**src/rtl/hs_serializer.sv**
```systemverilog
// hs_serializer: wide-to-narrow converter between two four-phase ready/done
// handshakes. A captured DATA_BITWIDTH*RATIO word is emitted as RATIO beats.
// The producer is released independently of how fast the beats drain.
//
// Ports:
//   clk        rising-edge clock
//   rst        synchronous, active-high reset
//   data_in    wide word, valid while ready_in=1
//   ready_in   producer request
//   done_in    acknowledge to producer (registered)
//   data_out   current narrow beat (registered)
//   ready_out  request to consumer (registered)
//   done_out   consumer acknowledge
//   busy       high from capture until the last beat's handshake completes
module hs_serializer #(
    parameter int unsigned DATA_BITWIDTH = 8,
    parameter int unsigned RATIO         = 4,
    parameter bit          LSB_FIRST     = 1'b1
) (
    input  logic                             clk,
    input  logic                             rst,
    input  logic [DATA_BITWIDTH*RATIO-1:0]   data_in,
    input  logic                             ready_in,
    output logic                             done_in,
    output logic [DATA_BITWIDTH-1:0]         data_out,
    output logic                             ready_out,
    input  logic                             done_out,
    output logic                             busy
);

    localparam int unsigned WIDE_W = DATA_BITWIDTH * RATIO;
    localparam int unsigned CNT_W  = $clog2(RATIO);
    localparam logic [CNT_W-1:0] LAST_BEAT = CNT_W'(RATIO - 1);

    // Input-side FSM encoding
    localparam logic [0:0] I_IDLE = 1'b0;
    localparam logic [0:0] I_ACK  = 1'b1;

    // Output-side FSM encoding
    localparam logic [1:0] O_IDLE    = 2'd0;
    localparam logic [1:0] O_PRESENT = 2'd1;
    localparam logic [1:0] O_RELEASE = 2'd2;

    logic [0:0]               i_state;
    logic [0:0]               i_state_nxt;
    logic [1:0]               o_state;
    logic [1:0]               o_state_nxt;
    logic [WIDE_W-1:0]        shift_reg;
    logic [WIDE_W-1:0]        shift_reg_nxt;
    logic [CNT_W-1:0]         beat_cnt;
    logic [CNT_W-1:0]         beat_cnt_nxt;
    logic                     done_in_nxt;
    logic                     ready_out_nxt;
    logic                     busy_nxt;
    logic [DATA_BITWIDTH-1:0] data_out_nxt;
    logic                     capture_c;

    // Beat k of a word; beat order depends on LSB_FIRST.
    function automatic logic [DATA_BITWIDTH-1:0] pick_slice(
        input logic [WIDE_W-1:0] word,
        input logic [CNT_W-1:0]  k
    );
        logic [CNT_W-1:0] idx;
        int unsigned      base;
        idx  = LSB_FIRST ? k : (LAST_BEAT - k);
        base = 32'(idx) * DATA_BITWIDTH;
        return word[base +: DATA_BITWIDTH];
    endfunction

    // A new word is taken only when both sides are idle, so a producer that
    // keeps ready_in high is not re-captured until done_in has dropped.
    assign capture_c = (i_state == I_IDLE) && ready_in && !done_in &&
                       (o_state == O_IDLE);

    // Input handshake next-state: acknowledge, then wait for ready_in to drop.
    always_comb begin
        i_state_nxt = i_state;
        done_in_nxt = done_in;
        case (i_state)
            I_IDLE: begin
                if (capture_c) begin
                    i_state_nxt = I_ACK;
                    done_in_nxt = 1'b1;
                end
            end
            I_ACK: begin
                if (!ready_in) begin
                    i_state_nxt = I_IDLE;
                    done_in_nxt = 1'b0;
                end
            end
            default: begin
                i_state_nxt = I_IDLE;
                done_in_nxt = 1'b0;
            end
        endcase
    end

    // Output handshake next-state: present a beat, wait for the full
    // done_out pulse, then advance or finish.
    always_comb begin
        o_state_nxt   = o_state;
        shift_reg_nxt = shift_reg;
        beat_cnt_nxt  = beat_cnt;
        ready_out_nxt = ready_out;
        busy_nxt      = busy;
        data_out_nxt  = data_out;
        case (o_state)
            O_IDLE: begin
                if (capture_c) begin
                    shift_reg_nxt = data_in;
                    beat_cnt_nxt  = '0;
                    busy_nxt      = 1'b1;
                    ready_out_nxt = 1'b1;
                    data_out_nxt  = pick_slice(data_in, '0);
                    o_state_nxt   = O_PRESENT;
                end
            end
            O_PRESENT: begin
                if (done_out) begin
                    ready_out_nxt = 1'b0;
                    o_state_nxt   = O_RELEASE;
                end
            end
            O_RELEASE: begin
                // A stuck-high done_out stalls here indefinitely.
                if (!done_out) begin
                    if (beat_cnt == LAST_BEAT) begin
                        busy_nxt    = 1'b0;
                        o_state_nxt = O_IDLE;
                    end else begin
                        beat_cnt_nxt  = beat_cnt + CNT_W'(1);
                        data_out_nxt  = pick_slice(shift_reg, beat_cnt + CNT_W'(1));
                        ready_out_nxt = 1'b1;
                        o_state_nxt   = O_PRESENT;
                    end
                end
            end
            default: begin
                ready_out_nxt = 1'b0;
                busy_nxt      = 1'b0;
                o_state_nxt   = O_IDLE;
            end
        endcase
    end

    // State and output registers; reset discards any partial word.
    always_ff @(posedge clk) begin
        if (rst) begin
            i_state   <= I_IDLE;
            o_state   <= O_IDLE;
            shift_reg <= '0;
            beat_cnt  <= '0;
            done_in   <= 1'b0;
            ready_out <= 1'b0;
            busy      <= 1'b0;
            data_out  <= '0;
        end else begin
            i_state   <= i_state_nxt;
            o_state   <= o_state_nxt;
            shift_reg <= shift_reg_nxt;
            beat_cnt  <= beat_cnt_nxt;
            done_in   <= done_in_nxt;
            ready_out <= ready_out_nxt;
            busy      <= busy_nxt;
            data_out  <= data_out_nxt;
        end
    end

endmodule

```
**config.mk**
```make
export PLATFORM = sky130hd
export DESIGN_NAME = hs_serializer
export DESIGN_NICKNAME = d
export VERILOG_FILES = /design/src/rtl/hs_serializer.sv
export SDC_FILE = /design/constraint.sdc
export NUM_CORES = 1
export LEC_CHECK = 0
export ABC_AREA = 1
export CORE_MARGIN = 1.5
export CORE_UTILIZATION = 46
export CTS_CLUSTER_DIAMETER = 30
export DETAILED_ROUTE_END_ITERATION = 8
export PLACE_DENSITY_LB_ADDON = 0.15
export SETUP_SLACK_MARGIN = 0.15
export SLEW_MARGIN = 40
export SYNTH_ARGS = -nofsm -noshare
export SYNTH_HDL_FRONTEND = slang
export SYNTH_SLANG_ARGS = --single-unit
```
**constraint.sdc**
```tcl
create_clock -name clk -period 1.4 [get_ports clk]
set_clock_uncertainty 0.15 [all_clocks]
set_input_delay 0.35 -clock clk [delete_from_list [all_inputs] [get_ports clk]]
set_output_delay 0.35 -clock clk [all_outputs]
set_load 0.02 [all_outputs]
```
# After elaboration in Yosys (flattened, before gate mapping)
# Cells that the tools add are included.
# word_totals
latchBits	0
inputBits	36
romBits	0
mem_bits_rw	0
mem_count	0
word_cells	60
register_bits	48
# op_classes
multipliers	0
add_sub_neg	1
n_reduce_logical	12
div_mod_pow	0
order_cmp	0
n_mux	26
shift	1
n_bitwise	2
n_eq_ne	10
# ops
operator	n
variable part select 32 x 6 -> 8 bit	1
2-to-1 mux 8 bit	3
one-hot mux 8 bit (2 select lines)	1
inequality test 2 bit (second input constant)	7
2-to-1 mux 2 bit	6
AND reduction 4 bit	3
2-to-1 mux 1 bit	10
one-hot mux 1 bit (3 select lines)	2
one-hot mux 2 bit (3 select lines)	1
== test 2 bit (second input constant)	2
one-hot mux 1 bit (2 select lines)	2
one-hot mux 2 bit (2 select lines)	1
AND reduction 2 bit	2
logical AND 1 bit	3
AND reduction 3 bit	1
adder 2 x 1 -> 2 bit (second input constant)	1
== test 2 x 1 -> 1 bit (second input constant)	1
zero test 2 bit	1
inverter 1 bit	2
nonzero test 2 bit	1
zero test 1 bit	1

# Longest topological paths before layout
# Gate-level depths: netlist (run 1).
# logic_depth
word_depth	6
ltp_mapped	9

# Least setup slack after synthesis (run 1)
# Ideal clock, no wire load.
# synth_timing
path_kind	register to register
from	register beat_cnt[0]
to	register beat_cnt[0]
stages_incl_launch_ff	7
n_path_buf	1
setup_slack_ns	-0.058
arrival_ns	1.194
required_time_ns	1.136
cell_sequence	dfxtp_1 -> ha_1 -> a21oi_4 -> nand3_4 -> buf_6 -> a21oi_1 -> nor2_1
# synth_between
elab_chain_len	4
word_cells_on_any_way	7
cone_classes	1 x add/sub; 2 x eq/ne; 3 x mux; 1 x reduce/logical
# synth_lines
item	line	source
from (decl)	50	logic [CNT_W-1:0] beat_cnt;
from (signal assigned)	162	beat_cnt <= beat_cnt_nxt;
adder 2 x 1 -> 2 bit	132	beat_cnt_nxt = beat_cnt + CNT_W'(1);
2-to-1 mux 2 bit	128	if (beat_cnt == LAST_BEAT) begin
2-to-1 mux 2 bit	127	if (!done_out) begin
one-hot mux 2 bit (2 select lines)	108	case (o_state)
# Parallel ways exist; a longest one is shown, timed or not. The select of a mux whose other input is x is not followed.
# A chain may end at the register's enable or synchronous reset.

# Worst setup path in the final report (run 1)
# layout_timing
from	register beat_cnt[0]
to	register data_out[1]
# layout_between
elab_chain_len	5
word_cells_on_any_way	8
cone_classes	1 x add/sub; 2 x eq/ne; 1 x shift; 3 x mux; 1 x reduce/logical
# layout_lines
item	line	source
adder 2 x 1 -> 2 bit	133	data_out_nxt = pick_slice(shift_reg, beat_cnt + CNT_W'(1));
variable part select 32 x 6 -> 8 bit	67	return word[base +: DATA_BITWIDTH];
2-to-1 mux 8 bit	128	
2-to-1 mux 8 bit	127	
one-hot mux 8 bit (2 select lines)	108	
to (signal assigned)	166	data_out <= data_out_nxt;
to (decl)	25	output logic [DATA_BITWIDTH-1:0] data_out,
# Parallel ways exist; a longest one is shown, timed or not. The select of a mux whose other input is x is not followed.

==> results of run 1 <==
## power groups by stage
stage	sequential (mW)	combinational (mW)	clock, mW
6_report	1.80	2.03	1.00
4_1_cts	1.79	1.92	1.01
5_1_grt	1.83	2.21	1.05
3_3_place_gp	1.78	1.41	0
3_5_place_dp	1.78	1.43	0
2_1_floorplan	1.84	0.873	0
## tightest hold or removal path, stage by stage (launching register included)
cell and delay (ns):
dfxtp_1 0.32, inv_1 0.05, a21oi_1 0.05
## metal layers
layer,wire length [um],part of all wire [%]
met5,0,0
met4,185,3.0
met3,327,5.3
met2,3080,50
met1,2600,42
## final cells by class
| class | instances | area share (%) |
|---|---|---|
| clock inverter | 2 | 0.989 |
| timing repair buffer | 80 | 26.6 |
| multi-input combinational | 205 | 34.8 |
| sequential | 48 | 27.8 |
| inverter | 49 | 5.37 |
| clock buffer | 6 | 2.05 |
| tap | 67 | 2.37 |
## worst min-delay path by stage
stage                    endpoint  slack, ns  depth (start not counted)
finish              shift_reg[11]       0.30                          2
global route         shift_reg[7]       0.32                          2
CTS                 shift_reg[17]       0.30                          2
detailed placement  shift_reg[17]       0.29                          2
global placement     shift_reg[0]       0.28                          2
floorplan            shift_reg[0]       0.27                          2
## stage by stage
stage	power (mW)	setup slack, ns
5_1_grt	5.09	-0.119
3_5_place_dp	3.21	-0.388
3_3_place_gp	3.18	-0.362
4_1_cts	4.72	-0.00411
6_report	4.83	-0.0373
2_1_floorplan	2.72	0.0430
## cells by family after synthesis
| family | synth area share (%) |
|---|---|
| compound gates | 20.5 |
| flops | 42.7 |
| buf+inv | 14.0 |
| fa+ha+maj | 0.555 |
| simple gates | 22.3 |
## layout by cell type, fill, tap and decap left out, types with 2 or more instances in the layout
cell,instances
nand2_1,64
inv_1,46
a21oi_1,37
clkdlybuf4s50_1,33
dfxtp_1,32
nor2_1,21
a21oi_2,18
buf_4,18
buf_6,15
dfxtp_2,14
o21ai_2,12
nand3_1,12
o21ai_0,11
nand4_1,9
o21ai_4,8
clkbuf_8,5
buf_16,5
buf_12,5
nand2_4,3
nor2_4,2
nand3_4,2
a21oi_4,2
clkinv_2,2
o21ai_1,2
dfxtp_4,2
## timing repair
| item | CTS | global route |
|---|---|---|
| endpoints found under the setup margin | 56 | 56 |
| gates cloned | 6 | 0 |
| pin swaps | 10 | 3 |
| hold buffers | 0 | 0 |
| buffers inserted | 4 | 2 |
| gates resized for setup | 152 | 23 |
| hold endpoints to repair | 0 | 0 |
==> results.ini, run 1 <==
[setup_path]
end_kind=register
endpoint=data_out[1]
crit_family=flip-flops
r2r_cells=6
critPathRequiredTime_ns=1.50
critPathBufInv=0
crit_chain=ha_4 -> nand3_1 -> nand2_1 -> a21oi_1 -> nor2_1 -> nor2_1
crit_start=beat_cnt[0]
path_max_fanout=17
cp_common_cell=nor2_1
startpoint_type=register
reg2reg_slack_ns=-0.04
arrival_ns=1.54
reg2reg_from=beat_cnt[0]
worst-path-stages=6
max_stage_delay_ns=0.40
r2r-end=data_out[1]
crit_type=register to register
cp_slowest_cell=dfxtp_2

[timing]
worst_slack_ns=-0.0373
rsz0062_at_grt=yes
hold_viol=0
fin_crit_sh_pct=103
worst_pin_slew_ns=0.259
relSlewSlack_pct=82.7
setup_tns_ns=-0.120
max_freq_mhz=696
period_needed_ns=1.44
hold_slack_ns=0.301
final_max_slew_viol_count=0
setup_viol=6

[yosys]
avgSynthCellArea_um2=6.95
yosysSeqAreaShare_pct=42.7
synthArstFlopShare_pct=0
synth.top_cell.area_share_pct=42.7
syn_area_um2=2250
netlist_instances=324
ys_seq_elements=48
synth_cell_types=21
yosys_warnings=0
syn-num-nets=361
yosys.area.top_type=dfxtp_1
ys.flop_type=dfxtp_1
ys_top_cells_by_count=nand2_1, a21oi_1, dfxtp_1
yosysMostFrequentCell=nand2_1
synth_edf_count=0
synth_area_leaders=dfxtp_1, a21oi_1, nand2_1

[cells_and_area]
fillers=353
multi_input_area_um2=1230
num_antenna_cells=0
finalNetCount=426
final_cells=457
area.sequential_um2=986
syn2layout_area_growth_pct=57.2
post-route-util_pct=75.0
final_design_area_no_fill_um2=3540
drive_gt1_share_pct=30.5
largest_register_ffs=32

[drt]
vias=2271
drtAntennaViolNets=0
dr.pass1.iters=4
drt_iter0_drc=107
drc=0
wl_per_cell_um=13.6
vias_per_cell=4.97
wirelength_mm=6.19

[cts]
clk_latency_ns=0.31
cts_tree=built
cts_root_buffer=clkbuf_8
numClockSinks=48
cts_buffers=5
clkTransAtPathRegs_ns=0.09
cts_buffer_depth=2
htreeDepth=2

[run_status]
status=complete, but fails checks
violations=setup timing

[power_and_ir_drop]
pwr-share-seq_pct=37.2
p_switching_mw=1.65
p_int_mw=3.18
netSwitchingFraction_pct=34.3
powerDensity_nw_per_um2=1360
vdd_drop_max_mv=0.716
p_leak_nw=1.43
pwr-share-clk_pct=20.7
combPwrFrac_pct=42.0

[die]
die_h_um=73.0
dieArea_um2=5320
die_w_um=73.0
ios=47
core_area_um2=4720
row_count=25
initial_utilization_pct=47.7

[placed_design]
post_dp_cell_area_um2=2900
placed_cells=437
io_buffer_count=46
hpwl_mm=3.57
place.gp.congestion=0.819

[global_routing]
globalRouteMet2Util_pct=41.4
use_met1_pct=31.1
grt_max_degree=24
grt_pass1_wl_mm=9.92
grt_pass1_vias=2083
grtUsageMet3_pct=5.25
grt-ovfl-total=0
grt_busiest_layer=met2
groute.usage.overall_pct=24.6
antenna_found_initial=0

[run]
maxCapViolCount=0

[worst_hold_path]
min_from=shift_reg[11]
min_path_type=register to register

Note: power is estimated with default switching activity, not from simulation.
==> run 2, diff against run 1 <==
Clock period 1.4 ns to 1.3 ns, I/O delays scaled along.
==> run 2 against run 1 <==
Net effect:
- the run still ends with setup timing left
- utilization up 1.8 points
- count of clock-buffer cells in the layout up 2
- via count up 5.0%
- combinational power up 16%
- non-clock buffer count up 11
- clock power down 7%
- register-to-register slack worse by 0.12 ns
- die area unchanged
- critical path type unchanged
- critical endpoint is now beat_cnt[0]
- highest routed layer unchanged
==> results.ini, run 2 (synthesis results as in run 1) <==
[setup_path]
critPathRequiredTime_ns=1.39  ; was 1.50 ns
arrival_ns=1.55  ; was 1.54 ns
path_max_fanout=7  ; was 17
startpoint_type=register  ; unchanged
r2r_cells=7  ; was 6
reg2reg_slack_ns=-0.16  ; was -0.04 ns
end_kind=register  ; unchanged
r2r-end=beat_cnt[0]  ; was data_out[1]
crit_start=beat_cnt[0]  ; unchanged
crit_type=register to register  ; unchanged
reg2reg_from=beat_cnt[0]  ; unchanged

[timing]
rsz0062_at_grt=yes  ; unchanged
relSlewSlack_pct=83.2  ; was 82.7%
setup_viol=47  ; was 6
period_needed_ns=1.46  ; was 1.44 ns
setup_tns_ns=-4.68  ; was -0.120 ns
hold_viol=0  ; unchanged
worst_slack_ns=-0.156  ; was -0.0373 ns
max_freq_mhz=687  ; was 696 MHz
worst_pin_slew_ns=0.251  ; was 0.259 ns
final_max_slew_viol_count=0  ; unchanged
fin_crit_sh_pct=112  ; was 103%

[power_and_ir_drop]
vdd_drop_max_mv=0.830  ; was 0.716 mV
p_leak_nw=1.46  ; was 1.43 nW
pwr-share-seq_pct=37.2  ; about the same
p_int_mw=3.33  ; was 3.18 mW
pwr-share-clk_pct=17.8  ; was 20.7%
p_switching_mw=1.89  ; was 1.65 mW
powerDensity_nw_per_um2=1440  ; was 1360 nW/um^2
netSwitchingFraction_pct=36.2  ; was 34.3%
total_power_mw=5.22  ; was 4.83 mW
combPwrFrac_pct=45.0  ; was 42.0%

[cells_and_area]
drive_gt1_share_pct=36.3  ; was 30.5%
num_antenna_cells=0  ; unchanged
largest_register_ffs=32  ; unchanged
final_cells=469  ; was 457
layout_common_cells=nand2_1, inv_1, dfxtp_1  ; was nand2_1, inv_1, a21oi_1
final_design_area_no_fill_um2=3630  ; was 3540 um^2
syn2layout_area_growth_pct=61.1  ; was 57.2%
finalNetCount=438  ; was 426
post-route-util_pct=76.8  ; was 75.0%
final_common_cell=nand2_1  ; unchanged

[placed_design]
io_buffer_count=46  ; unchanged
placed_cells=442  ; was 437
hpwl_mm=3.59  ; was 3.57 mm
post_dp_cell_area_um2=2990  ; was 2900 um^2
place.gp.congestion=0.820  ; was 0.819

[drt]
vias_per_cell=5.08  ; was 4.97
drc=0  ; unchanged
drtAntennaViolNets=0  ; unchanged
dr.pass1.iters=4  ; unchanged
wl_per_cell_um=14.4  ; was 13.6 um
drt_iter0_drc=207  ; was 107
vias=2384  ; was 2271
wirelength_mm=6.77  ; was 6.19 mm

[global_routing]
grt_pass1_wl_mm=9.84  ; was 9.92 mm
use_met1_pct=30.3  ; was 31.1%
antenna_found_initial=0  ; unchanged
grt_max_degree=28  ; was 24
groute.usage.overall_pct=23.7  ; was 24.6%
grt_busiest_layer=met2  ; unchanged
grt_pass1_vias=2126  ; was 2083
globalRouteMet2Util_pct=39.4  ; was 41.4%
grtUsageMet3_pct=5.94  ; was 5.25%
grt-ovfl-total=0  ; unchanged

[cts]
numClockSinks=48  ; unchanged
cts_hold_buf=0  ; unchanged
cts_tree=built  ; unchanged
clkTransAtPathRegs_ns=0.09  ; about the same
cts_buffer_depth=2  ; unchanged
clk_latency_ns=0.30  ; was 0.31 ns
htreeDepth=2  ; unchanged
cts_buffers=5  ; unchanged
cts_root_buffer=clkbuf_8  ; unchanged

[die]
ios=47  ; unchanged
initial_utilization_pct=47.7  ; unchanged
dieArea_um2=5320  ; unchanged
die_w_um=73.0  ; unchanged
die_h_um=73.0  ; unchanged
core_area_um2=4720  ; unchanged
row_count=25  ; unchanged

[run_status]
violations=setup timing  ; unchanged
status=complete, but fails checks  ; unchanged

[run]
maxCapViolCount=0  ; unchanged

[worst_hold_path]
min_to=shift_reg[17]  ; was shift_reg[11]
whs_path_depth=2  ; unchanged
min_path_type=register to register  ; unchanged
min_from=shift_reg[17]  ; was shift_reg[11]

[run 2: cell types whose count changed in the layout (fill, tap and decap cells not counted), sizes merged]
cell    delta
clkbuf     +5
buf        +9
clkinv     -1
bufinv     -1
bufbuf     -1
nand3      +1
[run 2: metrics by stage]
stage	setup slack, ns	hold WS (ns)
floorplan	-0.0569	0.273
global placement	-0.454	0.281
detailed placement	-0.474	0.286
finish	-0.156	0.299
global route	-0.227	0.322
CTS	-0.0884	0.300
[run 2: worst max path at each step]
stage / endpoint / slack (ns)
after floorplan: beat_cnt[0] / -0.06
after global placement: data_out[4] / -0.45
after detailed placement: beat_cnt[0] / -0.47
after CTS: data_out[5] / -0.09
after global routing: data_out[0] / -0.23
final: beat_cnt[0] / -0.16
[run 2: final cells by class]
type | instances | area (um^2)
multi-input combinational | 206 | 1250
clock buffer | 8 | 90.1
sequential | 48 | 986
timing repair buffer | 91 | 1020
inverter | 49 | 193
fill | 325 | 1100
tap | 67 | 83.8
[run 2: power by group through the flow]
stage | clock network, mW | registers [mW] | logic, mW
finish | 0.931 | 1.94 | 2.35
global route | 0.988 | 1.97 | 2.53
CTS | 0.936 | 1.92 | 1.95
detailed placement | 0 | 1.93 | 1.60
global placement | 0 | 1.92 | 1.58
floorplan | 0 | 1.99 | 0.968
[run 2: timing repair]
| item | CTS | global route |
|---|---|---|
| endpoints found under the setup margin | 59 | 59 |
| buffers inserted | 6 | 6 |
| pin swaps | 19 | 13 |
| hold endpoints to repair | 0 | 0 |
| resized for setup | 132 | 46 |
| cloned | 2 | 5 |
[run 2: metal layers]
| layer | up-vias | share of wire [%] | routed length (um) |
|---|---|---|---|
| met1 | 1106 | 44 | 2950 |
| met4 | 0 | 1.4 | 97 |
| met3 | 11 | 4.5 | 305 |
| met2 | 74 | 50 | 3420 |
| met5 | - | 0 | 0 |
| li1 | 1193 | - | - |
[run 2: critical path, cell delays in order, from the launching register on]
cell and delay (ns):
dfxtp_4 0.37, ha_4 0.17, a21oi_4 0.19, buf_6 0.13
nand3_4 0.12, nand2_2 0.11, nand2_2 0.05, nor2_1 0.09
==> run 3, diff against run 2 <==
Settings changed: CORE_MARGIN 1.5 to 8, CTS_CLUSTER_SIZE set to 24.
==> run 3 against run 2 <==
Net effect:
- total power increased by 9.7%
- sequential power about the same
- first-iteration DRC count decreased by 14%
- sequential share of layout area decreased by 1.4 points
- the run still ends with setup timing left
- count of clock-buffer cells in the layout decreased by 1
- utilization increased by 4.5 points
- die area increased by 39%
- global-route usage decreased by 7.0 points
- wire length increased by 12%
- via count increased by 1.7%
==> results.ini, run 3 (synthesis results as in run 1) <==
[run_status]
status=complete, but fails checks  ; unchanged
violations=setup timing  ; unchanged

[cts]
cts_root_buffer=clkbuf_8  ; unchanged
htreeDepth=2  ; unchanged
cts_buffers=5  ; unchanged
clk_latency_ns=0.31  ; was 0.30 ns
cts_hold_buf=0  ; unchanged
numClockSinks=48  ; unchanged
clkTransAtPathRegs_ns=0.09  ; about the same
cts_tree=built  ; unchanged
cts_buffer_depth=2  ; unchanged

[setup_path]
r2r_cells=5  ; was 7
max_stage_delay_ns=0.38  ; was 0.37 ns
arrival_ns=1.54  ; was 1.55 ns
cp_slowest_cell=dfxtp_4  ; unchanged
critPathRequiredTime_ns=1.36  ; was 1.39 ns
crit_type=register to register  ; unchanged
startpoint_type=register  ; unchanged
path_max_fanout=7  ; unchanged
crit_chain=nor2_4 -> nand3_4 -> clkbuf_16 -> o21ai_2 -> a21oi_4  ; was ha_4 -> a21oi_4 -> buf_6 -> nand3_4 -> nand2_2 -> nand2_2 -> nor2_1
r2r-end=shift_reg[6]  ; was beat_cnt[0]
reg2reg_slack_ns=-0.19  ; was -0.16 ns
end_kind=register  ; unchanged
reg2reg_from=o_state[0]  ; was beat_cnt[0]

[drt]
dr.pass1.iters=4  ; unchanged
vias_per_cell=5.17  ; was 5.08
wl_per_cell_um=16.1  ; was 14.4 um
drtAntennaViolNets=0  ; unchanged
drc=0  ; unchanged
vias=2425  ; was 2384
drt_iter0_drc=177  ; was 207
wirelength_mm=7.55  ; was 6.77 mm

[placed_design]
io_buffer_count=46  ; unchanged
dp_slack_ns=-0.474  ; about the same
hpwl_mm=3.88  ; was 3.59 mm
placed_cells=443  ; was 442
place.gp.congestion=0.778  ; was 0.820

[die]
dieArea_um2=7390  ; was 5320 um^2
core_area_um2=4720  ; unchanged
initial_utilization_pct=47.7  ; unchanged
die_h_um=86.0  ; was 73.0 um
row_count=25  ; unchanged
ios=47  ; unchanged
die_w_um=86.0  ; was 73.0 um

[timing]
final_max_slew_viol_count=0  ; unchanged
relSlewSlack_pct=80.2  ; was 83.2%
max_freq_mhz=672  ; was 687 MHz
worst_pin_slew_ns=0.294  ; was 0.251 ns
fin_crit_sh_pct=114  ; was 112%
rsz0062_at_grt=yes  ; unchanged
setup_tns_ns=-6.72  ; was -4.68 ns
period_needed_ns=1.49  ; was 1.46 ns
setup_viol=47  ; unchanged
worst_slack_ns=-0.188  ; was -0.156 ns
hold_viol=0  ; unchanged

[cells_and_area]
finalNetCount=438  ; unchanged
fillers=281  ; was 325
drive_gt1_share_pct=43.0  ; was 36.3%
final_cells=469  ; unchanged
largest_register_ffs=32  ; unchanged
multi_input_area_um2=1400  ; was 1250 um^2
final_common_cell=nand2_1  ; unchanged
layout_common_cells=nand2_1, inv_1, a21oi_2  ; was nand2_1, inv_1, dfxtp_1
syn2layout_area_growth_pct=70.5  ; was 61.1%
area.sequential_um2=990  ; was 986 um^2
num_antenna_cells=0  ; unchanged
post-route-util_pct=81.3  ; was 76.8%

[worst_hold_path]
min_from=shift_reg[17]  ; unchanged
whs_path_depth=2  ; unchanged
min_path_type=register to register  ; unchanged
min_to=shift_reg[17]  ; unchanged

[global_routing]
grt_pass1_vias=2186  ; was 2126
grt_max_degree=42  ; was 28
groute.usage.overall_pct=16.8  ; was 23.7%
grt-ovfl-total=0  ; unchanged
antenna_found_initial=0  ; unchanged
grt_pass1_wl_mm=10.1  ; was 9.84 mm

[power_and_ir_drop]
vdd_drop_max_mv=0.804  ; was 0.830 mV
powerDensity_nw_per_um2=1490  ; was 1440 nW/um^2
p_leak_nw=1.51  ; was 1.46 nW

[run]
maxCapViolCount=0  ; unchanged

-- run 3: where the power goes --
part / leakage [nW] / internal [mW] / switching [mW]
clock: 0.0645 / 0.679 / 0.514
combinational: 1.05 / 1.26 / 1.32
sequential: 0.403 / 1.76 / 0.195
total: 1.51 / 3.70 / 2.03
-- run 3: timing repair --
action,CTS,global route
pin swaps,18,32
resized for setup,134,91
endpoints found under the setup margin,59,59
setup buffers,4,7
cloned,3,4
-- run 3: layout make-up --
type | instances | share of cell area [%]
repair buffers | 91 | 27.2
multi-input cells | 206 | 36.5
clock inverters | 1 | 0.782
well taps | 67 | 2.18
clock buffers | 7 | 2.51
flip-flops and latches | 48 | 25.8
inverters | 49 | 4.99
-- run 3: critical path: cells and delay by family (launching register included) --
family,cells,cell delay [ns]
flops,1,0.38
buf+inv,1,0.25
simple gates,2,0.38
compound gates,2,0.23
-- run 3: metrics by stage --
stage / power, mW / instance area, um^2 / hold WS (ns)
after floorplan: 2.96 / 2330 / 0.273
after global placement: 3.50 / 2980 / 0.283
after detailed placement: 3.54 / 2980 / 0.287
after CTS: 5.12 / 3390 / 0.301
after global routing: 5.98 / 3840 / 0.316
final: 5.73 / 3840 / 0.307
-- run 3: worst max-delay path by stage --
| stage | start | endpoint | slack, ns | depth (start not counted) |
|---|---|---|---|---|
| 2_1_floorplan | beat_cnt[1] | beat_cnt[0] | -0.06 | 6 |
| 3_3_place_gp | ready_in | data_out[1] | -0.45 | 7 |
| 3_5_place_dp | ready_in | data_out[4] | -0.47 | 7 |
| 4_1_cts | beat_cnt[0] | data_out[4] | -0.09 | 7 |
| 5_1_grt | beat_cnt[0] | data_out[6] | -0.25 | 7 |
| 6_report | o_state[0] | shift_reg[6] | -0.19 | 5 |
-- run 3: layer usage --
layer,GRT usage [%],routed length (um)
met5,0,0
met4,5.57,271
met3,4.20,468
met2,28.7,3860
met1,19.8,2950
